## config.mk

```make
export PLATFORM = sky130hd
export DESIGN_NAME = sseg_scan_display
export DESIGN_NICKNAME = d
export VERILOG_FILES = /design/src/rtl/sseg_pkg.sv /design/src/rtl/sseg_debounce.sv /design/src/rtl/sseg_scan_display.sv
export SDC_FILE = /design/constraint.sdc
export NUM_CORES = 1
export LEC_CHECK = 0
export CORE_ASPECT_RATIO = 1.1
export CORE_MARGIN = 3
export CORE_UTILIZATION = 63
export CTS_BUF_LIST = sky130_fd_sc_hd__clkbuf_8
export CTS_CLUSTER_SIZE = 10
export DETAILED_ROUTE_END_ITERATION = 12
export PLACE_DENSITY = 0.95
export SYNTH_ARGS = -nofsm -noshare
export SYNTH_HDL_FRONTEND = slang
export SYNTH_SLANG_ARGS = --single-unit
export TNS_END_PERCENT = 10
```

## constraint.sdc

```tcl
create_clock -name CLK -period 6.1 [get_ports CLK]
set_clock_uncertainty 0.05 [all_clocks]
set_input_delay 1.22 -clock CLK [delete_from_list [all_inputs] [get_ports CLK]]
set_output_delay 1.22 -clock CLK [all_outputs]
set_load 0.02 [all_outputs]
```

## src/rtl/sseg_pkg.sv

```systemverilog
// Shared constants and decode helpers for the multiplexed seven-segment display.
// Latency: n/a (pure functions). Backpressure: n/a.
// Contents: SSEG_BLANK, key_hex_t, key_to_hex (one-hot keypad -> hex), hex_to_seg (hex -> active-low segments).
package sseg_pkg;

  // All segments and the decimal point off on a common-anode display.
  localparam logic [7:0] SSEG_BLANK = 8'hFF;

  typedef struct packed {
    logic       vld;
    logic [3:0] val;
  } key_hex_t;

  // Only an exact one-hot pattern decodes; zero or multi-bit input yields vld=0.
  function automatic key_hex_t key_to_hex(input logic [15:0] k);
    key_hex_t r;
    r.vld = 1'b1;
    r.val = 4'h0;
    case (k)
      16'h0001: r.val = 4'h1;
      16'h0002: r.val = 4'h2;
      16'h0004: r.val = 4'h3;
      16'h0008: r.val = 4'hA;
      16'h0010: r.val = 4'h4;
      16'h0020: r.val = 4'h5;
      16'h0040: r.val = 4'h6;
      16'h0080: r.val = 4'hB;
      16'h0100: r.val = 4'h7;
      16'h0200: r.val = 4'h8;
      16'h0400: r.val = 4'h9;
      16'h0800: r.val = 4'hC;
      16'h1000: r.val = 4'hD;
      16'h2000: r.val = 4'h0;
      16'h4000: r.val = 4'hE;
      16'h8000: r.val = 4'hF;
      default:  r.vld = 1'b0;
    endcase
    return r;
  endfunction

  // Active-low {dp,g,f,e,d,c,b,a}; dp is always off.
  function automatic logic [7:0] hex_to_seg(input logic [3:0] h);
    logic [7:0] seg;
    seg = SSEG_BLANK;
    case (h)
      4'h0: seg = 8'hC0;
      4'h1: seg = 8'hF9;
      4'h2: seg = 8'hA4;
      4'h3: seg = 8'hB0;
      4'h4: seg = 8'h99;
      4'h5: seg = 8'h92;
      4'h6: seg = 8'h82;
      4'h7: seg = 8'hF8;
      4'h8: seg = 8'h80;
      4'h9: seg = 8'h90;
      4'hA: seg = 8'h88;
      4'hB: seg = 8'h83;
      4'hC: seg = 8'hC6;
      4'hD: seg = 8'hA1;
      4'hE: seg = 8'h86;
      4'hF: seg = 8'h8E;
      default: seg = SSEG_BLANK;
    endcase
    return seg;
  endfunction

endpackage

```

## src/rtl/sseg_debounce.sv

```systemverilog
// Generic WIDTH-bit stability filter: output follows input once it has held one value for CYCLES cycles.
// Latency: CYCLES edges after the input settles. Backpressure: none (free-running filter).
// Ports: clk_i, rst_ni (async active-low), in_i [WIDTH] raw value, out_o [WIDTH] filtered value.
module sseg_debounce #(
  parameter int WIDTH  = 16,
  parameter int CYCLES = 8
) (
  input  logic             clk_i,
  input  logic             rst_ni,
  input  logic [WIDTH-1:0] in_i,
  output logic [WIDTH-1:0] out_o
);

  localparam int CNT_W = $clog2(CYCLES + 1);
  localparam logic [CNT_W-1:0] CNT_MAX = CNT_W'(CYCLES);

  logic [WIDTH-1:0] samp_q, samp_d;
  logic [WIDTH-1:0] out_q, out_d;
  logic [CNT_W-1:0] cnt_q, cnt_d;

  // cnt_d is the number of consecutive cycles, including this one, that in_i
  // has held its current value; it saturates so a held key never re-triggers.
  always_comb begin
    samp_d = in_i;
    cnt_d  = cnt_q;
    out_d  = out_q;
    if (in_i != samp_q) begin
      cnt_d = CNT_W'(1);
    end else if (cnt_q != CNT_MAX) begin
      cnt_d = cnt_q + CNT_W'(1);
    end
    if (cnt_d == CNT_MAX) begin
      out_d = in_i;
    end
  end

  always_ff @(posedge clk_i or negedge rst_ni) begin
    if (!rst_ni) begin
      samp_q <= '0;
      cnt_q  <= '0;
      out_q  <= '0;
    end else begin
      samp_q <= samp_d;
      cnt_q  <= cnt_d;
      out_q  <= out_d;
    end
  end

  assign out_o = out_q;

endmodule

```

## src/rtl/sseg_scan_display.sv

```systemverilog
// Keypad-to-multi-digit display: captures one-hot key presses into a shift buffer and scans it onto a shared segment bus.
// Latency: accept lands 2 edges after keyin goes one-hot (DEBOUNCE_CYCLES+2 with SSEG_DEBOUNCE_EN); display follows 1 edge later.
// Backpressure: none; presses are never stalled, the oldest digit is dropped when full. Optional macro: SSEG_DEBOUNCE_EN.
// Ports: CLK, RST_N (async active-low), keyin[16] one-hot keypad, clr sync buffer clear,
//        sseg[8] active-low segments, anode[NUM_DIGITS] active-low enables, key_strobe, key_value[4], digit_count[4].
module sseg_scan_display
  import sseg_pkg::*;
#(
  parameter int NUM_DIGITS      = 4,
  parameter int REFRESH_DIV     = 16000,
  parameter int DEBOUNCE_CYCLES = 160000
) (
  input  logic                  CLK,
  input  logic                  RST_N,
  input  logic [15:0]           keyin,
  input  logic                  clr,
  output logic [7:0]            sseg,
  output logic [NUM_DIGITS-1:0] anode,
  output logic                  key_strobe,
  output logic [3:0]            key_value,
  output logic [3:0]            digit_count
);

  localparam int IDX_W = (NUM_DIGITS > 1) ? $clog2(NUM_DIGITS) : 1;
  localparam int REF_W = $clog2(REFRESH_DIV);
  localparam logic [IDX_W-1:0] IDX_LAST = IDX_W'(NUM_DIGITS - 1);
  localparam logic [REF_W-1:0] REF_LAST = REF_W'(REFRESH_DIV - 1);
  localparam logic [3:0]       CNT_MAX  = 4'(NUM_DIGITS);

  if (NUM_DIGITS < 1 || NUM_DIGITS > 8 || REFRESH_DIV < 2 || DEBOUNCE_CYCLES < 1) begin : g_bad_param
    $error("sseg_scan_display: parameter out of legal range");
  end

  // ---------------- input path ----------------
  logic [15:0] key_q, key_d, key_prev_q;
  key_hex_t    key_hex;
  logic        accept;

`ifdef SSEG_DEBOUNCE_EN
  sseg_debounce #(
    .WIDTH  (16),
    .CYCLES (DEBOUNCE_CYCLES)
  ) u_debounce (
    .clk_i  (CLK),
    .rst_ni (RST_N),
    .in_i   (key_q),
    .out_o  (key_d)
  );
`else
  assign key_d = key_q;
`endif

  // A press counts only on a rising edge out of the all-released state, so
  // holding a key or rolling straight onto another key never re-accepts.
  assign key_hex = key_to_hex(key_d);
  assign accept  = key_hex.vld && (key_prev_q == '0);

  // ---------------- digit buffer ----------------
  logic [NUM_DIGITS-1:0][3:0] digit_q, digit_d;
  logic [NUM_DIGITS-1:0]      valid_q, valid_d;
  logic [3:0]                 count_q, count_d;
  logic                       strobe_q, strobe_d;
  logic [3:0]                 kval_q, kval_d;

  always_comb begin
    digit_d  = digit_q;
    valid_d  = valid_q;
    count_d  = count_q;
    strobe_d = 1'b0;
    kval_d   = kval_q;
    if (clr) begin
      // Clear wins over a coincident accept; the key is simply lost.
      valid_d = '0;
      count_d = 4'd0;
    end else if (accept) begin
      for (int i = NUM_DIGITS - 1; i > 0; i--) begin
        digit_d[i] = digit_q[i-1];
        valid_d[i] = valid_q[i-1];
      end
      digit_d[0] = key_hex.val;
      valid_d[0] = 1'b1;
      if (count_q != CNT_MAX) begin
        count_d = count_q + 4'd1;
      end
      strobe_d = 1'b1;
      kval_d   = key_hex.val;
    end
  end

  // ---------------- scan ----------------
  logic [REF_W-1:0]      refresh_q, refresh_d;
  logic [IDX_W-1:0]      idx_q, idx_d;
  logic [7:0]            sseg_q, sseg_d;
  logic [NUM_DIGITS-1:0] anode_q, anode_d;

  always_comb begin
    refresh_d = refresh_q + REF_W'(1);
    idx_d     = idx_q;
    if (refresh_q == REF_LAST) begin
      refresh_d = '0;
      idx_d     = (idx_q == IDX_LAST) ? '0 : idx_q + IDX_W'(1);
    end
    // Registered from the current index and buffer so segments and enable
    // always switch together and a buffer update shows on the next edge.
    sseg_d    = valid_q[idx_q] ? hex_to_seg(digit_q[idx_q]) : SSEG_BLANK;
    sseg_d[7] = 1'b1;
    anode_d   = ~(NUM_DIGITS'(1) << idx_q);
  end

  always_ff @(posedge CLK or negedge RST_N) begin
    if (!RST_N) begin
      key_q      <= '0;
      key_prev_q <= '0;
      digit_q    <= '0;
      valid_q    <= '0;
      count_q    <= 4'd0;
      strobe_q   <= 1'b0;
      kval_q     <= 4'd0;
      refresh_q  <= '0;
      idx_q      <= '0;
      sseg_q     <= SSEG_BLANK;
      anode_q    <= '1;
    end else begin
      key_q      <= keyin;
      key_prev_q <= key_d;
      digit_q    <= digit_d;
      valid_q    <= valid_d;
      count_q    <= count_d;
      strobe_q   <= strobe_d;
      kval_q     <= kval_d;
      refresh_q  <= refresh_d;
      idx_q      <= idx_d;
      sseg_q     <= sseg_d;
      anode_q    <= anode_d;
    end
  end

  assign sseg        = sseg_q;
  assign anode       = anode_q;
  assign key_strobe  = strobe_q;
  assign key_value   = kval_q;
  assign digit_count = count_q;

endmodule
```

# Yosys cells after proc, flatten, opt, wreduce, memory -nomap -nowiden
# Memories as Yosys holds them, arrays and structs flattened.
# Cells that the tools add are included.
[classes] n_addsub=3 n_mul=0 div_mod_pow=0 order_cmp=1 n_eq_ne=19 shift=1 muxes=16 bitwise=2 n_reduce_logical=7
[op_table] cell="4-bit case mux with 15 select lines" count=1
[op_table] cell="4-bit 2-to-1 mux" count=6
[op_table] cell="16-bit by 1-bit equality test with 1-bit output, second input constant" count=1
[op_table] cell="16-bit by 10-bit equality test with 1-bit output, second input constant" count=1
[op_table] cell="16-bit by 11-bit equality test with 1-bit output, second input constant" count=1
[op_table] cell="16-bit by 12-bit equality test with 1-bit output, second input constant" count=1
[op_table] cell="16-bit by 13-bit equality test with 1-bit output, second input constant" count=1
[op_table] cell="16-bit by 14-bit equality test with 1-bit output, second input constant" count=1
[op_table] cell="16-bit by 15-bit equality test with 1-bit output, second input constant" count=1
[op_table] cell="16-bit equality test, second input constant" count=1
[op_table] cell="16-bit by 2-bit equality test with 1-bit output, second input constant" count=1
[op_table] cell="16-bit by 3-bit equality test with 1-bit output, second input constant" count=1
[op_table] cell="16-bit by 4-bit equality test with 1-bit output, second input constant" count=1
[op_table] cell="16-bit by 5-bit equality test with 1-bit output, second input constant" count=1
[op_table] cell="16-bit by 6-bit equality test with 1-bit output, second input constant" count=1
[op_table] cell="16-bit by 7-bit equality test with 1-bit output, second input constant" count=1
[op_table] cell="16-bit by 8-bit equality test with 1-bit output, second input constant" count=1
[op_table] cell="16-bit by 9-bit equality test with 1-bit output, second input constant" count=1
[op_table] cell="16-bit zero test" count=1
[op_table] cell="16-bit OR reduction" count=1
[op_table] cell="14-bit by 1-bit adder with 14-bit output, second input constant" count=1
[op_table] cell="14-bit equality test, second input constant" count=1
[op_table] cell="14-bit 2-to-1 mux" count=1
[op_table] cell="4-bit binary-select mux with 2-bit select" count=1
[op_table] cell="other kinds (15)" count=20
[word_totals] ff_bits=84 latchBits=0 ramBits=0 mem_bits_ro=112 input_bits=19 output_inout_bits=21 word_cells=63 mem_count=1
[memory_table] name="(name not given)" words=16 word_bits=7 read_ports=1 rd_ports_with_merged_regs=0 write_ports=0 line_no="sseg_pkg.sv:45" text="case (h)"

# Depth between registers and ports, before layout
[depth] word_depth=6 ltp_mapped=9 ltp_nobuf=6

# Worst setup path after synthesis
# No wires, ideal clock.
[synth_timing] path_kind="flip-flop to flip-flop" start="reg key_q[12], in the netlist key_d[12]" end="reg digit_q[10] (netlist name)" setup_time_ps=127 t_arrival_ps=2461 required_ps=5923 path_slack_ps=3461 path_stages_with_launch=10 path_buffers=3 cell_sequence="dfrtp_1 buf_2 or4_1 or4_1 o22ai_1 nor4bb_1 buf_2 nand2b_4 buf_6 mux2_1"
[synth_between] elab_chain_len=5
[synth_lines] item="start, declared" line_no="sseg_scan_display.sv:35" text="logic [15:0] key_q, key_d, key_prev_q;"
[synth_lines] item="start signal, assigned" line_no="sseg_scan_display.sv:124" text="key_q <= keyin;"
[synth_lines] item="16-bit equality test (tied with other cells)" line_no="sseg_pkg.sv:19" text="case (k)"
[synth_lines] item="16-bit OR reduction (no line) *"
[synth_lines] item="1-bit 2-to-1 mux *" line_no="sseg_pkg.sv:19"
[synth_lines] item="1-bit logical AND *" line_no="sseg_scan_display.sv:56" text="assign accept = key_hex.vld && (key_prev_q == '0);"
[synth_lines] item="2-bit AND reduction (no line) *"
[synth_lines] item="end signal, assigned" line_no="sseg_scan_display.sv:126" text="digit_q <= digit_d;"
[synth_lines] item="end, declared" line_no="sseg_scan_display.sv:59" text="logic [NUM_DIGITS-1:0][3:0] digit_q, digit_d;"
# Mark *: on every way between the ends. The rest lies on a longest branch, timed or not.
# A chain may end at the register's enable or synchronous reset.

# Final worst setup path
[layout_timing] start="reg key_q[3], in the netlist key_d[3]" end="reg digit_q[12] (netlist name)"
# The elaborated chain is that of the path after synthesis.

==> flow_metrics.tcl <==
set metrics [dict create \
    worstHoldPathCells 0 \
    die_area_um2 7190 \
    die_w_um 81.1 \
    core_um2 5880 \
    syn_to_final_growth_pct 16.1 \
    ys_seq_area_frac 0.541 \
    tns_ps 0 \
    min_from "key_d[14]" \
    finalCritPeriodShare 0.496 \
    max_slew_margin 0.324 \
    hold_violations 0 \
    synth_nets 368 \
    final_util 0.772 \
    drive_gt1_frac 0.132 \
    vias 2655 \
    yosysTopAreaCell "dfrtp_1" \
    num_io_pins 40 \
    multiInputGateArea_um2 1630 \
    maxCapViolCount 0 \
    drtIter0Drc 221 \
    r2r-end "digit_q[12]" \
    r2r_cells 6 \
    antennaDiodeCount 0 \
    ant_nets 0 \
    finalInstanceArea_um2 4540 \
    vias_per_cell 5.94 \
    worst_pin_slew_ps 1000 \
    status "finished clean" \
    critPathMaxFanout 14 \
    cp.required_ps 6280 \
    worst_r2r_startpoint "key_d[3]" \
    drc 0 \
    wl_per_cell_um 16.1 \
    synth_area_um2 3910 \
    layout_min_cycle_time_ps 3030 \
    finalWeightedCongestion 0.998 \
    start_util 0.665 \
    grt_pass1_vias 2630 \
    htreeDepth 3 \
    place_inst 431 \
    grt_max_degree 85 \
    totalWireLength_mm 7.20 \
    syn_avg_cell_area_um2 11.6 \
    clockBufferDepth 2 \
    p_leak_nw 1.91 \
    layoutNonFillerInstCount 447 \
    antenna_found_initial 0 \
    worstSetupStartpointType "flop" \
    vdd_drop_max_mv 0.210 \
    min_to "key_prev_q[14]" \
    setup-violations-final 0 \
    root_buffer "clkbuf_8" \
    power_density_nw_per_um2 247 \
    synth_edf_count 0 \
    final-seq-area_um2 2120 \
    max_freq_mhz 330 \
    clkLatencyLatePin_ps 340 \
    placed_area_um2 4280 \
    path_class "flop to flop" \
    row_count 29 \
    synth_seq_cells 84 \
    n_fill_cell 368 \
    synth_top_flop_cell "dfrtp_1" \
    cp-end-kind "flop" \
    fp.dieH_um 88.6 \
    clk_pin_slew_ps 80 \
    cts_tree "built" \
    async_flop_share 1.00 \
    synth.distinct_cells 49 \
    cts_sinks 84 \
    overflow 0 \
    yosys.area.top_type_share 0.467 \
    grt.total_usage 0.226 \
    hold_path.class "flop to flop" \
    slew_violations 0 \
    dp_hpwl_mm 5.01 \
    io_buffers 38 \
    cts_setup_buffers 0 \
    synthCells 336 \
    ff2ff_setup_slack_ps 3070 \
    firstDrtPassIters 7 \
    holdBufCountCts 0 \
    cp.arrival_ps 3210 \
    cts_resized 0 \
    grt_pass1_wl_mm 12.1 \
    numCtsBuffers 9 \
    final_nets 397 \
    yosysWarnings 0 \
    synthTopCellsByArea "dfrtp_1 47%, dfstp_2 7.4%, ha_1 4.2%" \
    fin_total_pwr_mw 1.12 \
    rsz0062_at_grt "no" \
]
[layer usage]
metal	global-route usage	share of wire
met1	0.269	0.40
met2	0.378	0.52
met3	0.0397	0.049
met4	0.144	0.032
met5	0	0
[sequential cells by signal, summed over array words and instances (netlist names)]
name / cells
key_value: 4
refresh_q: 14
key_strobe: 1
digit_q: 12
idx_q: 2
key_prev_q: 16
key_d: 16
sseg: 7
valid_q: 4
digit_count: 4
anode: 4
[placed cells by master (no fill, tap or decap), types with 2 or more instances in the layout]
master and n:
bufinv_16 3, nor3_1 7, o2111ai_1 2, a21oi_1 6, dfrtp_1 73, dfstp_2 11
xnor2_1 5, and3_1 4, ha_1 13, mux4_2 6, nand2_1 15, nor4b_1 3
inv_1 15, nor4_1 9, o21ai_0 16, clkbuf_8 11, nor2b_1 6, or2_2 3
o221ai_1 3, xor2_1 14, o211ai_1 6, mux2_1 10, nand4_1 8, mux2i_1 6
clkdlybuf4s50_1 37, nand3_1 13, or4_1 4, nand2b_1 10, mux2_2 7, nor2_1 18
and2_1 2, o22ai_1 2, or3_1 2, and4_1 3
[how the worst max path moves through the flow]
stage / startpoint / slack [ps] / end / cells after the start
after global routing: key_d[3] / 2760 / key_value[1] / 6
after CTS: key_d[3] / 3090 / digit_q[11] / 6
after global placement: clr / 3180 / digit_count[0] / 4
final: key_d[3] / 3070 / digit_q[12] / 6
after floorplan: key_d[12] / 3460 / digit_q[10] / 9
after detailed placement: key_d[3] / 3060 / digit_q[4] / 6
[power by group]
group          switching [mW]  internal (mW)  total [mW]
Clock                   0.196          0.296       0.492
Combinational          0.0221         0.0203      0.0424
Sequential             0.0160          0.568       0.584
Total                   0.234          0.884        1.12
[cell usage after synthesis (3+ instances only)]
| cell type | n |
|---|---|
| a21oi_1 | 6 |
| and3_1 | 4 |
| and4_1 | 3 |
| buf_4 | 5 |
| clkbuf_1 | 12 |
| dfrtp_1 | 73 |
| dfstp_2 | 11 |
| ha_1 | 13 |
| inv_1 | 15 |
| mux2_1 | 10 |
| mux2_2 | 7 |
| mux2i_1 | 6 |
| mux4_2 | 6 |
| nand2_1 | 15 |
| nand2b_1 | 10 |
| nand3_1 | 13 |
| nand4_1 | 8 |
| nor2_1 | 18 |
| nor2b_1 | 6 |
| nor3_1 | 7 |
| nor4_1 | 9 |
| nor4b_1 | 3 |
| o211ai_1 | 6 |
| o21ai_0 | 16 |
| o221ai_1 | 3 |
| or2_2 | 3 |
| or4_1 | 4 |
| xnor2_1 | 5 |
| xor2_1 | 14 |
[through the flow]
stage          hold slack, ps  setup WS (ps)
5_1_grt                   468           2760
2_1_floorplan             299           3460
6_report                  455           3070
3_3_place_gp              419           3180
4_1_cts                   453           3090
3_5_place_dp              431           3060
[cell families (layout without fill, tap and decap cells)]
family | Yosys count | count (layout) | share of synthesized area
fa+ha+maj | 13 | 13 | 0.0416
mux | 29 | 29 | 0.0989
flops | 84 | 84 | 0.541
xor+xnor | 19 | 19 | 0.0426
other cells | 1 | 1 | 0.000959
compound gates | 41 | 41 | 0.0656
simple gates | 114 | 114 | 0.168
buf+inv | 35 | 69 | 0.0410
[area by class of cell]
| type | count | share of cell area |
|---|---|---|
| sequential | 84 | 0.466 |
| timing repair buffer | 38 | 0.0833 |
| tap | 77 | 0.0212 |
| inverter | 15 | 0.0124 |
| clock inverter | 5 | 0.0234 |
| clock buffer | 11 | 0.0334 |
| multi-input combinational | 217 | 0.360 |
[critical path: stages, from the launching register on]
cell	delay (ps)
dfrtp_1	570
nor4_2	160
and3_1	190
o211ai_1	260
nor4bb_1	900
nand2b_4	410
mux2_2	370
Note: power is estimated with default switching activity, not from simulation.
